**src/rtl/i2c_target_regs.sv**
```systemverilog
`timescale 1ns/1ps
// ---------------------------------------------------------------------------
// i2c_target_regs
//
// I2C target with a small register file. It answers its own 7-bit address,
// accepts a register pointer followed by any number of data bytes, and
// serves reads (normally after a repeated START). The pointer auto-increments
// and wraps modulo NUM_REGS. SCL and SDA are oversampled on clk_4MHz, which
// must run at least 16x the SCL rate. SDA is open-drain: sda_oe=1 pulls it low.
//
// Parameters:
//   DEV_ADDR  7-bit address this target answers
//   NUM_REGS  register count, power of two in 2..16
//   PTR_W     pointer width, derived from NUM_REGS
//
// Ports:
//   clk_4MHz  system clock
//   rst       asynchronous, active-high reset
//   scl_i     raw SCL from the pad
//   sda_i     raw SDA from the pad
//   sda_oe    1 = pull SDA low, 0 = release
//   selected  high from our address ACK until STOP, START or a read NACK
//   wr_stb    one-cycle pulse per register written
//   wr_addr   register index belonging to wr_stb
//   wr_data   byte belonging to wr_stb
//   reg_q     register file, register i at [8i+7:8i]
//
// Build option:
//   GLITCH_FILTER_EN  when defined, a 3-sample majority filter follows each
//                     synchronizer so single-cycle pulses on SCL/SDA are
//                     rejected, at the cost of one extra cycle of latency.
// ---------------------------------------------------------------------------
module i2c_target_regs #(
    parameter logic [6:0] DEV_ADDR = 7'h50,
    parameter int         NUM_REGS = 4,
    localparam int        PTR_W    = $clog2(NUM_REGS)
) (
    input  logic                  clk_4MHz,
    input  logic                  rst,
    input  logic                  scl_i,
    input  logic                  sda_i,
    output logic                  sda_oe,
    output logic                  selected,
    output logic                  wr_stb,
    output logic [PTR_W-1:0]      wr_addr,
    output logic [7:0]            wr_data,
    output logic [8*NUM_REGS-1:0] reg_q
);

    typedef enum logic [3:0] {
        IDLE,
        ADDR,
        ADDR_ACK,
        REG,
        REG_ACK,
        WRITE,
        WRITE_ACK,
        READ,
        READ_ACK
    } state_t;

    logic [1:0]       scl_sync;
    logic [1:0]       sda_sync;
    logic             scl_cur;
    logic             sda_cur;
    logic             scl_prev;
    logic             sda_prev;
    logic             scl_rise;
    logic             scl_fall;
    logic             start_cond;
    logic             stop_cond;
    logic [7:0]       rx_byte;

    state_t           state;
    logic [2:0]       bit_cnt;
    logic             byte_done;
    logic             ack_hi;
    logic             rw;
    logic [7:0]       shift;
    logic [PTR_W-1:0] ptr;
    logic [7:0]       regs [NUM_REGS];

    // Two-flop synchronizers for the pad inputs. They reset to 1 (idle bus)
    // so coming out of reset never looks like an edge.
    always_ff @(posedge clk_4MHz or posedge rst) begin
        if (rst) begin
            scl_sync <= 2'b11;
            sda_sync <= 2'b11;
        end else begin
            scl_sync <= {scl_sync[0], scl_i};
            sda_sync <= {sda_sync[0], sda_i};
        end
    end

`ifdef GLITCH_FILTER_EN
    logic [1:0] scl_hist;
    logic [1:0] sda_hist;

    // Two older samples per line; together with the newest synchronized
    // sample they form the majority vote, which hides one-cycle pulses.
    always_ff @(posedge clk_4MHz or posedge rst) begin
        if (rst) begin
            scl_hist <= 2'b11;
            sda_hist <= 2'b11;
        end else begin
            scl_hist <= {scl_hist[0], scl_sync[1]};
            sda_hist <= {sda_hist[0], sda_sync[1]};
        end
    end

    assign scl_cur = (scl_sync[1] & scl_hist[0]) | (scl_sync[1] & scl_hist[1]) |
                     (scl_hist[0] & scl_hist[1]);
    assign sda_cur = (sda_sync[1] & sda_hist[0]) | (sda_sync[1] & sda_hist[1]) |
                     (sda_hist[0] & sda_hist[1]);
`else
    assign scl_cur = scl_sync[1];
    assign sda_cur = sda_sync[1];
`endif

    // Previous-sample register used for edge and START/STOP detection.
    always_ff @(posedge clk_4MHz or posedge rst) begin
        if (rst) begin
            scl_prev <= 1'b1;
            sda_prev <= 1'b1;
        end else begin
            scl_prev <= scl_cur;
            sda_prev <= sda_cur;
        end
    end

    assign scl_rise   = scl_cur & ~scl_prev;
    assign scl_fall   = ~scl_cur & scl_prev;
    assign start_cond = scl_cur & scl_prev & sda_prev & ~sda_cur;
    assign stop_cond  = scl_cur & scl_prev & ~sda_prev & sda_cur;

    // The byte as it will look once the bit on the bus right now is shifted in.
    assign rx_byte = {shift[6:0], sda_cur};

    // Protocol state machine plus the register file. START/STOP take priority
    // over bit handling. ACKs span two SCL falls: the first pulls SDA low, the
    // second releases it (and, entering a read, puts out the first data bit).
    always_ff @(posedge clk_4MHz or posedge rst) begin
        if (rst) begin
            state     <= IDLE;
            bit_cnt   <= '0;
            byte_done <= 1'b0;
            ack_hi    <= 1'b0;
            rw        <= 1'b0;
            shift     <= '0;
            ptr       <= '0;
            sda_oe    <= 1'b0;
            selected  <= 1'b0;
            wr_stb    <= 1'b0;
            wr_addr   <= '0;
            wr_data   <= '0;
            for (int i = 0; i < NUM_REGS; i++) begin
                regs[i] <= '0;
            end
        end else begin
            wr_stb <= 1'b0;
            if (start_cond || stop_cond) begin
                state     <= start_cond ? ADDR : IDLE;
                bit_cnt   <= '0;
                byte_done <= 1'b0;
                ack_hi    <= 1'b0;
                sda_oe    <= 1'b0;
                selected  <= 1'b0;
            end else begin
                case (state)
                    IDLE: begin
                    end
                    ADDR, REG, WRITE: begin
                        if (scl_rise) begin
                            shift   <= rx_byte;
                            bit_cnt <= bit_cnt + 3'd1;
                            if (bit_cnt == 3'd7) begin
                                if (state == ADDR) begin
                                    if (rx_byte[7:1] == DEV_ADDR) begin
                                        rw    <= rx_byte[0];
                                        state <= ADDR_ACK;
                                    end else begin
                                        state <= IDLE;
                                    end
                                end else if (state == REG) begin
                                    ptr   <= rx_byte[PTR_W-1:0];
                                    state <= REG_ACK;
                                end else begin
                                    regs[ptr] <= rx_byte;
                                    wr_stb    <= 1'b1;
                                    wr_addr   <= ptr;
                                    wr_data   <= rx_byte;
                                    ptr       <= ptr + PTR_W'(1);
                                    state     <= WRITE_ACK;
                                end
                            end
                        end
                    end
                    ADDR_ACK, REG_ACK, WRITE_ACK: begin
                        if (scl_fall) begin
                            if (!ack_hi) begin
                                ack_hi   <= 1'b1;
                                sda_oe   <= 1'b1;
                                selected <= 1'b1;
                            end else begin
                                ack_hi  <= 1'b0;
                                bit_cnt <= '0;
                                if (state == ADDR_ACK && rw) begin
                                    shift     <= regs[ptr];
                                    sda_oe    <= ~regs[ptr][7];
                                    byte_done <= 1'b0;
                                    state     <= READ;
                                end else begin
                                    sda_oe <= 1'b0;
                                    state  <= (state == ADDR_ACK) ? REG : WRITE;
                                end
                            end
                        end
                    end
                    READ: begin
                        if (scl_rise) begin
                            if (bit_cnt == 3'd7) begin
                                byte_done <= 1'b1;
                            end else begin
                                bit_cnt <= bit_cnt + 3'd1;
                            end
                        end else if (scl_fall) begin
                            if (byte_done) begin
                                sda_oe    <= 1'b0;
                                byte_done <= 1'b0;
                                bit_cnt   <= '0;
                                ptr       <= ptr + PTR_W'(1);
                                state     <= READ_ACK;
                            end else begin
                                sda_oe <= ~shift[3'd7 - bit_cnt];
                            end
                        end
                    end
                    READ_ACK: begin
                        if (scl_rise) begin
                            if (!sda_cur) begin
                                shift     <= regs[ptr];
                                bit_cnt   <= '0;
                                byte_done <= 1'b0;
                                state     <= READ;
                            end else begin
                                sda_oe   <= 1'b0;
                                selected <= 1'b0;
                                state    <= IDLE;
                            end
                        end
                    end
                    default: begin
                        state <= IDLE;
                    end
                endcase
            end
        end
    end

    for (genvar gi = 0; gi < NUM_REGS; gi++) begin : g_reg_q
        assign reg_q[8*gi +: 8] = regs[gi];
    end

endmodule

```
**config.mk**
```make
export PLATFORM = sky130hd
export DESIGN_NAME = i2c_target_regs
export DESIGN_NICKNAME = d
export VERILOG_FILES = /design/src/rtl/i2c_target_regs.sv
export SDC_FILE = /design/constraint.sdc
export NUM_CORES = 1
export LEC_CHECK = 0
export BUFFER_PORTS_ARGS = -buffer_cell sky130_fd_sc_hd__buf_2
export CAP_MARGIN = 20
export CORE_MARGIN = 2
export CORE_UTILIZATION = 58
export CTS_CLUSTER_DIAMETER = 60
export DETAILED_ROUTE_END_ITERATION = 10
export GPL_TIMING_DRIVEN = 1
export HOLD_SLACK_MARGIN = 0.05
export PLACE_DENSITY = 0.8
export SLEW_MARGIN = 20
export SYNTH_ARGS = -nofsm -noshare
export SYNTH_HDL_FRONTEND = slang
export SYNTH_SLANG_ARGS = --single-unit
```
**constraint.sdc**
```tcl
create_clock -name clk_4MHz -period 2.54 [get_ports clk_4MHz]
set_clock_uncertainty 0.05 [all_clocks]
set_input_delay 0.254 -clock clk_4MHz [delete_from_list [all_inputs] [get_ports clk_4MHz]]
set_output_delay 0.254 -clock clk_4MHz [all_outputs]
set_load 0.02 [all_outputs]
```
==> flow_summary_export.csv <==
group,metric,value,unit
outcome,outcome,"completed",
clock_network,root_buffer,"clkbuf_8",
timing,rsz0062_at_grt,"false",
setup_path,worst_ep_required_time,2.79,ns
detailed_routing,wl_met2,4160,microns
setup_path,cp-endpoint,"state[1]",
place,dp_hpwl,5940,microns
timing,post-route-period-util,0.939,
detailed_routing,vias,2803,
logic_synthesis,synth_top_flop_cell,"dfrtp_1",
logic_synthesis,synth-edff-count,0,
clock_network,cts.path.max_buffers,2,
final_layout,syn2layout_area_growth,15.9,%
setup_path,worst_path_dominant_cell_family,"compound AO/OA/AOI/OAI gates",
detailed_routing,drc_errors,0,
global_routing,grt_use_total,0.262,
setup_path,cp.depth,7,
timing,tightestPinTransition,0.739,ns
clock_network,cts.sinks,71,
floorplanning,die_w,84.5,microns
floorplanning,die_area,7140,sq um
logic_synthesis,syn-num-nets,318,
logic_synthesis,netlist_area,3760,sq um
timing,final.setup.worst_slack,0.154,ns
power_and_ir_drop,p_per_area,557,nW/um^2
timing,setup_tns,0,ns
logic_synthesis,ys_warn_count,0,
power_and_ir_drop,power.leakage,0.00216,uW
logic_synthesis,synth_top_cell_area_share,0.433,
final_layout,final_common_cell,"dfrtp_1",
timing,min_period,2.39,ns
detailed_routing,highest_layer,"met4",
setup_path,worst-setup-path-type,"reg -> reg",
setup_path,worstReg2RegEnd,"state[1]",
floorplanning,coreArea,6310,sq um
final_layout,antenna_cells,0,
setup_path,r2r_cells,7,
logic_synthesis,synthCells,305,
global_routing,antenna_found_initial,0,
clock_network,cts_setup_buffers,0,
setup_path,r2r-start,"bit_cnt[0]",
detailed_routing,dr.pass1.iters,5,
setup_path,cp_num_buf_inv,0,
final_layout,layout-drive-gt1-share,0.451,
logic_synthesis,yosysSeqAreaShare,0.475,
detailed_routing,dr_wl_met3,542,microns
place,port_buffers,48,
setup_path,path_cells,"ha_1, ha_1, a21bo_2, a32oi_1, nor3_1, a2111oi_2, a22o_1",
floorplanning,start_util,0.596,
logic_synthesis,synth_area_leaders,"dfrtp_1 (43%), mux2_2 (18%), mux4_2 (5.4%)",
final_layout,finalInstanceArea,4360,sq um
final_layout,fin_util,0.690,
floorplanning,row_count,29,
setup_path,crit_arrival,2.63,ns
timing,relSlewSlack,0.507,
global_routing,grt_overflow_total,0,
setup_path,worst_setup_path_start_kind,"register",
clock_network,htreeDepth,3,
setup_path,crit_top_cell,"ha_1",
place,dpl-instance-area,4140,sq um
floorplanning,die_y,84.5,microns
clock_network,clkLatencyLatePin,0.36,ns
place,dp_worst_setup_slack,0.185,ns
setup_path,critPathLaunch,"bit_cnt[0]",
timing,drv_slew,0,
detailed_routing,drt_iter0_markers,291,
clock_network,cts_resized,0,
power_and_ir_drop,ir_drop,0.000425,V
final_layout,final_cell_mix,"dfrtp_1 (65), mux2_2 (60), buf_2 (48), nand2_1 (18), buf_4 (13)",
clock_network,tritoncts,"built",
global_routing,grt_pass1_wl,14400,microns
clock_network,cts.clk_slew.worst_paths,0.09,ns
timing,hold_violations,0,
place,place_congestion,0.974,
detailed_routing,wl_met1,3920,microns
logic_synthesis,synth_seq_cells,71,
setup_path,slowest_stage,"dfrtp_1",
logic_synthesis,synth.distinct_cells,56,
setup_path,crit_fanout,7,
detailed_routing,vias_per_cell,6.27,
setup_path,endpoint_kind,"register",
timing,max_clock_freq,419,MHz
min_path,hp-class,"reg -> reg",
floorplanning,pin_count,49,
logic_synthesis,yosysTopAreaCell,"dfrtp_1",
setup_path,rrSetupSlack,0.15,ns
logic_synthesis,avgSynthCellArea,12.3,sq um
logic_synthesis,postSynth.asyncResetShare,1.00,
timing,setup_viol_count_final,0,
detailed_routing,routed_wl,8800,microns
detailed_routing,wl_per_cell,19.7,microns
detailed_routing,drt.antenna.violating_nets,0,
run,maxCapViolations,0,
clock_network,cts-buffers-inserted,9,
final_layout,final_net_count,378,
global_routing,grt_max_degree,47,
setup_path,max_stage_delay,0.50,ns
global_routing,grt_pass1_vias,2686,
## flip-flops by register name, summed over array words and instances (netlist names), 2 cells and up
signal,cells
reg_q,32
scl_sync,2
ptr,2
bit_cnt,3
sda_sync,2
wr_addr,2
wr_data,8
state,4
shift,8
## cell usage after synthesis, types with 2 or more instances
| library cell | n |
|---|---|
| a211oi_1 | 2 |
| inv_1 | 10 |
| dfrtp_1 | 65 |
| ha_1 | 9 |
| nor2b_1 | 2 |
| or2_2 | 2 |
| buf_2 | 7 |
| buf_1 | 2 |
| nand2_1 | 18 |
| mux2i_1 | 8 |
| dfstp_2 | 6 |
| mux2_2 | 60 |
| nor3_1 | 4 |
| nand2b_1 | 9 |
| xor2_1 | 2 |
| a22o_1 | 5 |
| clkbuf_1 | 5 |
| o21ai_0 | 8 |
| buf_4 | 2 |
| mux4_2 | 9 |
| a2111oi_2 | 2 |
| nor2_1 | 10 |
| a211o_1 | 2 |
| nand2_2 | 4 |
| and2_1 | 2 |
| nand4_1 | 2 |
| nor4_1 | 3 |
| nand3_1 | 5 |
| and3b_1 | 2 |
| o32ai_1 | 2 |
| o21bai_1 | 3 |
| a21oi_1 | 9 |
## cells by family (layout without fill, tap and decap cells)
logic type / after synthesis / count (layout) / share of synthesized area
simple gates: 74 / 74 / 0.114
flops: 71 / 71 / 0.475
mux: 78 / 78 / 0.258
compound gates: 45 / 45 / 0.0885
fa+ha+maj: 9 / 9 / 0.0300
xor+xnor: 2 / 2 / 0.00466
buf+inv: 26 / 91 / 0.0303
## report_power, final
group          switching [uW]  leakage, uW  total [uW]  internal, uW
logic                     129      0.00110         263           133
registers                 102     0.000961        1290          1180
clock network             484    0.0000914         880           396
total                     715      0.00216        2430          1710
## through the flow
stage	instances	power [uW]	hold slack (ns)
floorplan	305	1460	0.208
global placement	428	1550	0.283
detailed placement	428	1560	0.294
CTS	447	2450	0.309
global route	447	2530	0.313
finish	447	2430	0.309
## layer usage
layer | global-route usage | vias up
met5 | 0 | -
met4 | 0.105 | 0
met3 | 0.0639 | 19
met2 | 0.391 | 133
met1 | 0.373 | 1405
li1 | - | 1246
## timing repair
action	4_1_cts	5_1_grt
hold buffers	3	0
hold endpoints to repair	27	0
endpoints found under the setup margin	0	0
## how the worst min path moves through the flow
| stage | startpoint | endpoint | slack (ns) | depth (start not counted) |
|---|---|---|---|---|
| after floorplan | scl_i | scl_sync[0] | 0.21 | 0 |
| after global placement | rst | reg_q[1] | 0.28 | 2 |
| after detailed placement | rst | reg_q[1] | 0.29 | 2 |
| after CTS | scl_sync[0] | scl_sync[1] | 0.31 | 0 |
| after global routing | scl_sync[0] | scl_sync[1] | 0.31 | 0 |
| final | scl_sync[0] | scl_sync[1] | 0.31 | 0 |
## area by class of cell
class | instances | area, sq um
fill | 493 | 1960
tap | 77 | 96.3
multi-input combinational | 208 | 1860
inverter | 10 | 37.5
clock inverter | 6 | 52.6
timing repair buffer | 65 | 388
sequential | 71 | 1780
clock buffer | 10 | 138
(Power assumes the default switching activity.)
